--- src/rtl/mult_operand_loader.sv ---
// Operand front end for the radix-4 multiplier: buffers signed A/B pairs in a small FIFO and
// feeds each pair onto the datapath byte bus with load strobes, then starts the controller.
module mult_operand_loader #(
  parameter int DEPTH = 2
) (
  input  logic                   clk,
  input  logic                   rst,
  input  logic                   inValid,
  output logic                   inReady,
  input  logic [15:0]            inA,
  input  logic [15:0]            inB,
  input  logic                   busyMult,
  input  logic                   doneMult,
  output logic [7:0]             dataOut,
  output logic                   loadLsbA,
  output logic                   loadMsbA,
  output logic                   loadLsbB,
  output logic                   loadMsbB,
  output logic                   startMult,
  output logic [$clog2(DEPTH):0] count,
  output logic [2:0]             dbg_state
);

  localparam int PW = $clog2(DEPTH);
  localparam int CW = PW + 1;

  typedef enum logic [2:0] {
    IDLE  = 3'd0,
    LDA_L = 3'd1,
    LDA_M = 3'd2,
    LDB_L = 3'd3,
    LDB_M = 3'd4,
    START = 3'd5,
    WAIT  = 3'd6
  } state_t;

  state_t state_q, state_d;

  logic [15:0]   mem_a [DEPTH];
  logic [15:0]   mem_b [DEPTH];
  logic [PW-1:0] wr_ptr;
  logic [PW-1:0] rd_ptr;
  logic [15:0]   head_a;
  logic [15:0]   head_b;
  logic          push;
  logic          pop;

  // Handshake: a pair transfers on every rising edge where inValid && inReady; inReady depends
  // only on the registered occupancy, so it never combinationally follows inValid.
  assign inReady   = (count < CW'(DEPTH));
  assign push      = inValid && inReady;
  assign pop       = (state_q == START);
  assign head_a    = mem_a[rd_ptr];
  assign head_b    = mem_b[rd_ptr];
  assign dbg_state = state_q;

  always_ff @(posedge clk) begin
    if (push) begin
      mem_a[wr_ptr] <= inA;
      mem_b[wr_ptr] <= inB;
    end
  end

  always_ff @(posedge clk) begin
    if (rst) begin
      wr_ptr <= '0;
      rd_ptr <= '0;
      count  <= '0;
    end else begin
      if (push) begin
        wr_ptr <= wr_ptr + PW'(1);
      end
      if (pop) begin
        rd_ptr <= rd_ptr + PW'(1);
      end
      case ({push, pop})
        2'b10:   count <= count + CW'(1);
        2'b01:   count <= count - CW'(1);
        default: count <= count;
      endcase
    end
  end

  always_ff @(posedge clk) begin
    if (rst) begin
      state_q <= IDLE;
    end else begin
      state_q <= state_d;
    end
  end

  // busyMult only matters when deciding to begin a new pair; doneMult only releases WAIT.
  always_comb begin
    state_d = state_q;
    case (state_q)
      IDLE:    if ((count != '0) && !busyMult) state_d = LDA_L;
      LDA_L:   state_d = LDA_M;
      LDA_M:   state_d = LDB_L;
      LDB_L:   state_d = LDB_M;
      LDB_M:   state_d = START;
      START:   state_d = WAIT;
      WAIT:    if (doneMult) state_d = IDLE;
      default: state_d = IDLE;
    endcase
  end

  // Outputs are flops loaded from the next state, so they always equal a decode of state_q.
  // The head entry is stable across the load sequence because it is only popped in START.
  always_ff @(posedge clk) begin
    if (rst) begin
      dataOut   <= 8'h00;
      loadLsbA  <= 1'b0;
      loadMsbA  <= 1'b0;
      loadLsbB  <= 1'b0;
      loadMsbB  <= 1'b0;
      startMult <= 1'b0;
    end else begin
      dataOut   <= 8'h00;
      loadLsbA  <= 1'b0;
      loadMsbA  <= 1'b0;
      loadLsbB  <= 1'b0;
      loadMsbB  <= 1'b0;
      startMult <= 1'b0;
      case (state_d)
        LDA_L: begin
          dataOut  <= head_a[7:0];
          loadLsbA <= 1'b1;
        end
        LDA_M: begin
          dataOut  <= head_a[15:8];
          loadMsbA <= 1'b1;
        end
        LDB_L: begin
          dataOut  <= head_b[7:0];
          loadLsbB <= 1'b1;
        end
        LDB_M: begin
          dataOut  <= head_b[15:8];
          loadMsbB <= 1'b1;
        end
        START: begin
          startMult <= 1'b1;
        end
        default: begin
        end
      endcase
    end
  end

`ifndef SYNTHESIS
  a_strobe_onehot: assert property (@(posedge clk) disable iff (rst)
    $onehot0({loadLsbA, loadMsbA, loadLsbB, loadMsbB, startMult}));
  a_count_bound: assert property (@(posedge clk) disable iff (rst) count <= CW'(DEPTH));
  a_pop_nonempty: assert property (@(posedge clk) disable iff (rst) pop |-> (count != '0));
`endif

endmodule

--- config.mk ---
export PLATFORM = sky130hd
export DESIGN_NAME = mult_operand_loader
export DESIGN_NICKNAME = d
export VERILOG_FILES = /design/src/rtl/mult_operand_loader.sv
export SDC_FILE = /design/constraint.sdc
export NUM_CORES = 1
export LEC_CHECK = 0
export CAP_MARGIN = 20
export CORE_MARGIN = 2
export CORE_UTILIZATION = 40
export DETAILED_ROUTE_END_ITERATION = 16
export PLACE_DENSITY = 0.72
export SLEW_MARGIN = 30
export SYNTH_ARGS = -nofsm -noshare
export SYNTH_HDL_FRONTEND = slang
export SYNTH_SLANG_ARGS = --single-unit
--- constraint.sdc ---
create_clock -name clk -period 3.55 [get_ports clk]
set_input_delay 0.71 -clock clk [delete_from_list [all_inputs] [get_ports clk]]
set_output_delay 0.71 -clock clk [all_outputs]
set_load 0.02 [all_outputs]
==> Yosys cells after proc, flatten, opt, wreduce, memory -nomap -nowiden <==
Memories as Yosys holds them, arrays and structs flattened. A register that Yosys moved wholly into a read port is not among the register bits.
Index checks and enable logic that the tools add are counted.
{ "totals": {"ramBits": 64, "in_bits": 37, "reg_bits": 20, "elab_cells": 52, "n_memories": 2, "output_inout_bits": 19} }
{ "op_classes": {"n_mux": 16, "magnitude_cmp": 1, "addsub": 4, "eq_ne": 13, "n_reduce_logical": 6} }
{ "memory_table": {"columns": ["name", "depth", "width", "rd", "rd_clocked_by_memory_dff", "write_ports", "line_no", "source"], "rows": [
  ["mem_a", 2, 16, 1, 1, 1, "39", "logic [15:0] mem_a [DEPTH];"],
  ["mem_b", 2, 16, 1, 1, 1, "40", "logic [15:0] mem_b [DEPTH];"]
]} }
{ "ops": {"columns": ["operator", "count"], "rows": [
  ["8-bit one-hot mux with 4 select lines", 1],
  ["3-bit one-hot mux with 7 select lines", 1],
  ["3-bit equality test (second input constant)", 5],
  ["3-bit by 2-bit equality test with 1-bit output (second input constant)", 4],
  ["1-bit 2-to-1 mux", 11],
  ["3-bit by 1-bit equality test with 1-bit output (second input constant)", 2],
  ["3-bit 2-to-1 mux", 2],
  ["2-bit one-hot mux with 2 select lines", 1],
  ["2-bit nonzero test", 2],
  ["3-bit zero test", 1],
  ["1-bit adder (second input constant)", 2],
  ["2-bit by 1-bit adder with 2-bit output (second input constant)", 1],
  ["2-bit by 1-bit equality test with 1-bit output (second input constant)", 1],
  ["2-bit equality test (second input constant)", 1],
  ["1-bit logical AND", 2],
  ["2-bit < comparator (second input constant)", 1],
  ["2-bit by 1-bit subtractor with 2-bit output (second input constant)", 1],
  ["1-bit zero test", 1]
]} }

==> Longest topological paths before layout <==
{ "depth": {"depth_word": 6, "ltp_mapped": 7, "mapped_depth_nobuf": 6} }

==> Worst setup path before layout <==
Ideal clock, no wire load.
{ "synth_timing": {"path_type": "in2reg", "startpoint": "input port inValid", "endpoint": "memory mem_a[0][0] (enable)", "path_stages": 2, "n_path_buf": 0, "setup_time_ps": 421, "slack_ps": 961, "required_ps": 3129, "t_arrival_ps": 2168, "cell_sequence": "nand2b_1 > nor2_1"} }
{ "synth_via": {"elab_chain_cells": 3} }
{ "synth_rtl": {"columns": ["element", "line_no", "source"], "rows": [
  ["from (decl)", "8", "input logic inValid,"],
  ["1-bit logical AND", "51", "assign push = inValid && inReady;"],
  ["1-bit 2-to-1 mux", "58", "if (push) begin"],
  ["1-bit 2-to-1 mux (not written as such)", "59", "mem_a[wr_ptr] <= inA;"],
  ["to (decl)", "39", null]
]} }
No other way between the ends.

==> Worst setup path in the final report <==
{ "layout_timing": {"startpoint": "register state_q[2] (netlist: dbg_state[2])", "endpoint": "output port dbg_state[2]"} }
{ "layout_lines": {"columns": ["element", "line_no", "source"], "rows": [
  ["from (decl)", "37", "state_t state_q, state_d;"],
  ["from (signal assigned)", "88", "state_q <= state_d;"],
  ["to (decl)", "21", "output logic [2:0] dbg_state"]
]} }
No word-level cell between the ends.

==> run summary <==
DRT Pass-1 Iters -> 4
RSZ-0062 raised after global routing -> false
Worst Hold Launch -> rd_ptr
Max H-tree Level -> 3
Worst EP arrival -> 1.93 ns
Worst-Margin Slew -> 0.786 ns
master cell of the clock root buffer -> clkbuf_8
CTS clk-pin slew, worst paths -> 0.08 ns
critical path's top delay family -> flip-flops
Inserted Diodes -> 0
synthesis-to-finish area growth -> 24.7%
number of global-route vias before repair -> 1,781
Post-Synthesis Cell Area -> 0.00328 mm²
register bit count reported by yosys -> 85
FF-to-FF Start -> dbg_state[1]
wire per inst -> 16.8 µm
vias per cell -> 5.08
commonest non-fill, non-tap cell in the layout -> edfxtp_1
initial antenna violation count -> 0
Die X -> 94.6 µm
post-cts repair resize count -> 0
Worst slew margin -> 47.5%
Period minus WS final -> 2.64 ns
Unique masters post-synth -> 34
Fmax achieved -> 378 MHz
endpoint of the worst register-to-register path -> dataOut[1]
Synthesized Nets -> 232
Buf+Inv Stages, Crit Path -> 1
core area -> 0.00809 mm²
total CTS buffers -> 9
crit-path cells -> clkdlybuf4s50_1
total track usage -> 14.0%
cts hold-fix bufs -> 0
CTS max path bufs -> 2
TNS Setup -> 0 ns
end of the worst hold path -> rd_ptr
largest net degree at the start of global routing -> 33
Synth Flop Type -> edfxtp_1
reg2reg path depth -> 3
initial detailed-routing violation count -> 131
Static Leak -> 0.00134 µW
utilization after layout -> 50.6%
outcome -> finished, final reports clean
most frequent cells in the layout -> edfxtp_1, clkdlybuf4s50_1, mux2_2, dfxtp_1, clkbuf_8
# nets final -> 288
critical path required time -> 2.84 ns
post-CTS setup buffer count -> 0
Clock Latency Late Sink -> 0.35 ns
crit path max-delay cell type -> dfxtp_1
residual DRC count -> 0
crit-path max FO -> 20
CP Capture Type -> primary output
sequential area share after synthesis -> 71.4%
Critical path origin -> dbg_state[2]
pwr dens -> 513 mW/mm²
FF-to-FF setup slack -> 1.46 ns
clock sinks -> 85
Max-Cap Viols -> 0
VDD IR-drop max -> 0.000221 V
CTS tree -> yes
Yosys warning total -> 0
Worst Hold Depth -> 2
Hold Crit Class -> flop to flop
Die Y -> 94.6 µm
vias post-DR -> 1,828
fin crit share -> 74.5%
Detail Placement HPWL -> 3.97 mm
CP Class -> flop to primary output
Fin Clk Skew -> 0.00918 ns
IO buf count -> 55
first-pass GRT wire length -> 9.09 mm
Hold Slack -> 0.524 ns
gp weighted congestion -> 0.706
row count -> 33
number of synthesized flops with an enable pin -> 64
Slew Viols, Final -> 0
DRT antenna net count -> 0
final hold violations -> 0
# setup viols final -> 0
Initial Util -> 40.5%
top-level port count -> 56
GRT overflow -> 0
drt total wl -> 6.07 mm
die area -> 0.00894 mm²
CP max stage delay -> 0.84 ns
Synth Instances -> 194
Worst setup SP type -> flop
mean post-synth cell area -> 16.9 µm²
ys async rst share -> 0%
layout cell share with drive strength beyond 1 -> 19.6%
-- cells by family after synthesis --
family	synth area share [%]
AND/OR/NAND/NOR	4.42
XOR/XNOR	1.07
AO/OA/AOI/OAI	8.05
buffers and inverters	3.70
adder cells (fa/ha/maj)	0.381
multiplexers	11.0
flip-flops	71.4
-- worst max-delay path by stage --
stage / end / slack, ns / cells past startpoint
finish: dbg_state[2] / 0.91 / 1
global route: dbg_state[2] / 0.84 / 1
CTS: dbg_state[2] / 0.90 / 1
detailed placement: dataOut[5] / 0.99 / 4
global placement: dataOut[1] / 1.13 / 4
floorplan: mem_a[0][0] / 0.96 / 2
-- synthesized netlist by cell type (2+ instances only) --
master     count  share of area (%)
inv_1          2               0.23
o21ai_0        2               0.31
xor2_1         3               0.80
a21oi_1        3               0.46
a2111oi_1      6                1.8
a22oi_1        8                1.8
edfxtp_1      64                 59
buf_6          4                1.4
mux2_2        26                8.9
buf_8          2               0.92
nor3b_1        2               0.46
nor2_1         8               0.92
clkbuf_1       3               0.34
mux2_1         6                2.1
a2111oi_2      2               0.92
buf_2          4               0.61
a32oi_1        8                2.1
nor3_1         3               0.46
dfxtp_1       21                 13
nand2_1        3               0.34
-- where the power goes --
part	internal [µW]	switching (µW)	leakage [µW]	total [µW]
sequential	1150	30.0	0.000769	1180
combinational	114	129	0.000460	243
clock	354	322	0.000107	676
-- layer usage --
layer | vias to the layer above | share of wire (%) | GRT usage, %
li1 | 869 | - | -
met1 | 907 | 43 | 17.8
met2 | 44 | 51 | 23.0
met3 | 8 | 4.6 | 4.07
met4 | 0 | 1.2 | 4.71
met5 | - | 0 | 0
-- metrics by stage --
stage / total power, µW / instance area [µm²] / worst slack [ns] / instances
after global routing: 2180 / 4090 / 0.837 / 360
after CTS: 2120 / 4090 / 0.900 / 360
final: 2100 / 4090 / 0.906 / 360
after global placement: 1440 / 3880 / 1.13 / 344
after detailed placement: 1450 / 3880 / 0.989 / 344
after floorplan: 1330 / 3280 / 0.961 / 194
-- flip-flops by register name, indices dropped and copies added, names as in the netlist, named ones only --
name	count
mem_a	32
mem_b	32
dataOut	8
dbg_state	3
count	2
loadLsbA	1
loadLsbB	1
loadMsbA	1
loadMsbB	1
rd_ptr	1
startMult	1
wr_ptr	1
-- layout make-up --
cell class / count / area (µm²)
multi-input combinational: 93 / 825
sequential: 85 / 2340
fill: 707 / 4000
tap: 105 / 131
timing repair buffer: 59 / 581
clock buffer: 13 / 191
clock inverter: 3 / 13.8
inverter: 2 / 7.51
-- worst min-delay path, stage by stage, from the launching register on --
cell	delay, ns
dfxtp_1	0.33
xor2_1	0.09
nor2_1	0.08
(Power assumes the default switching activity.)
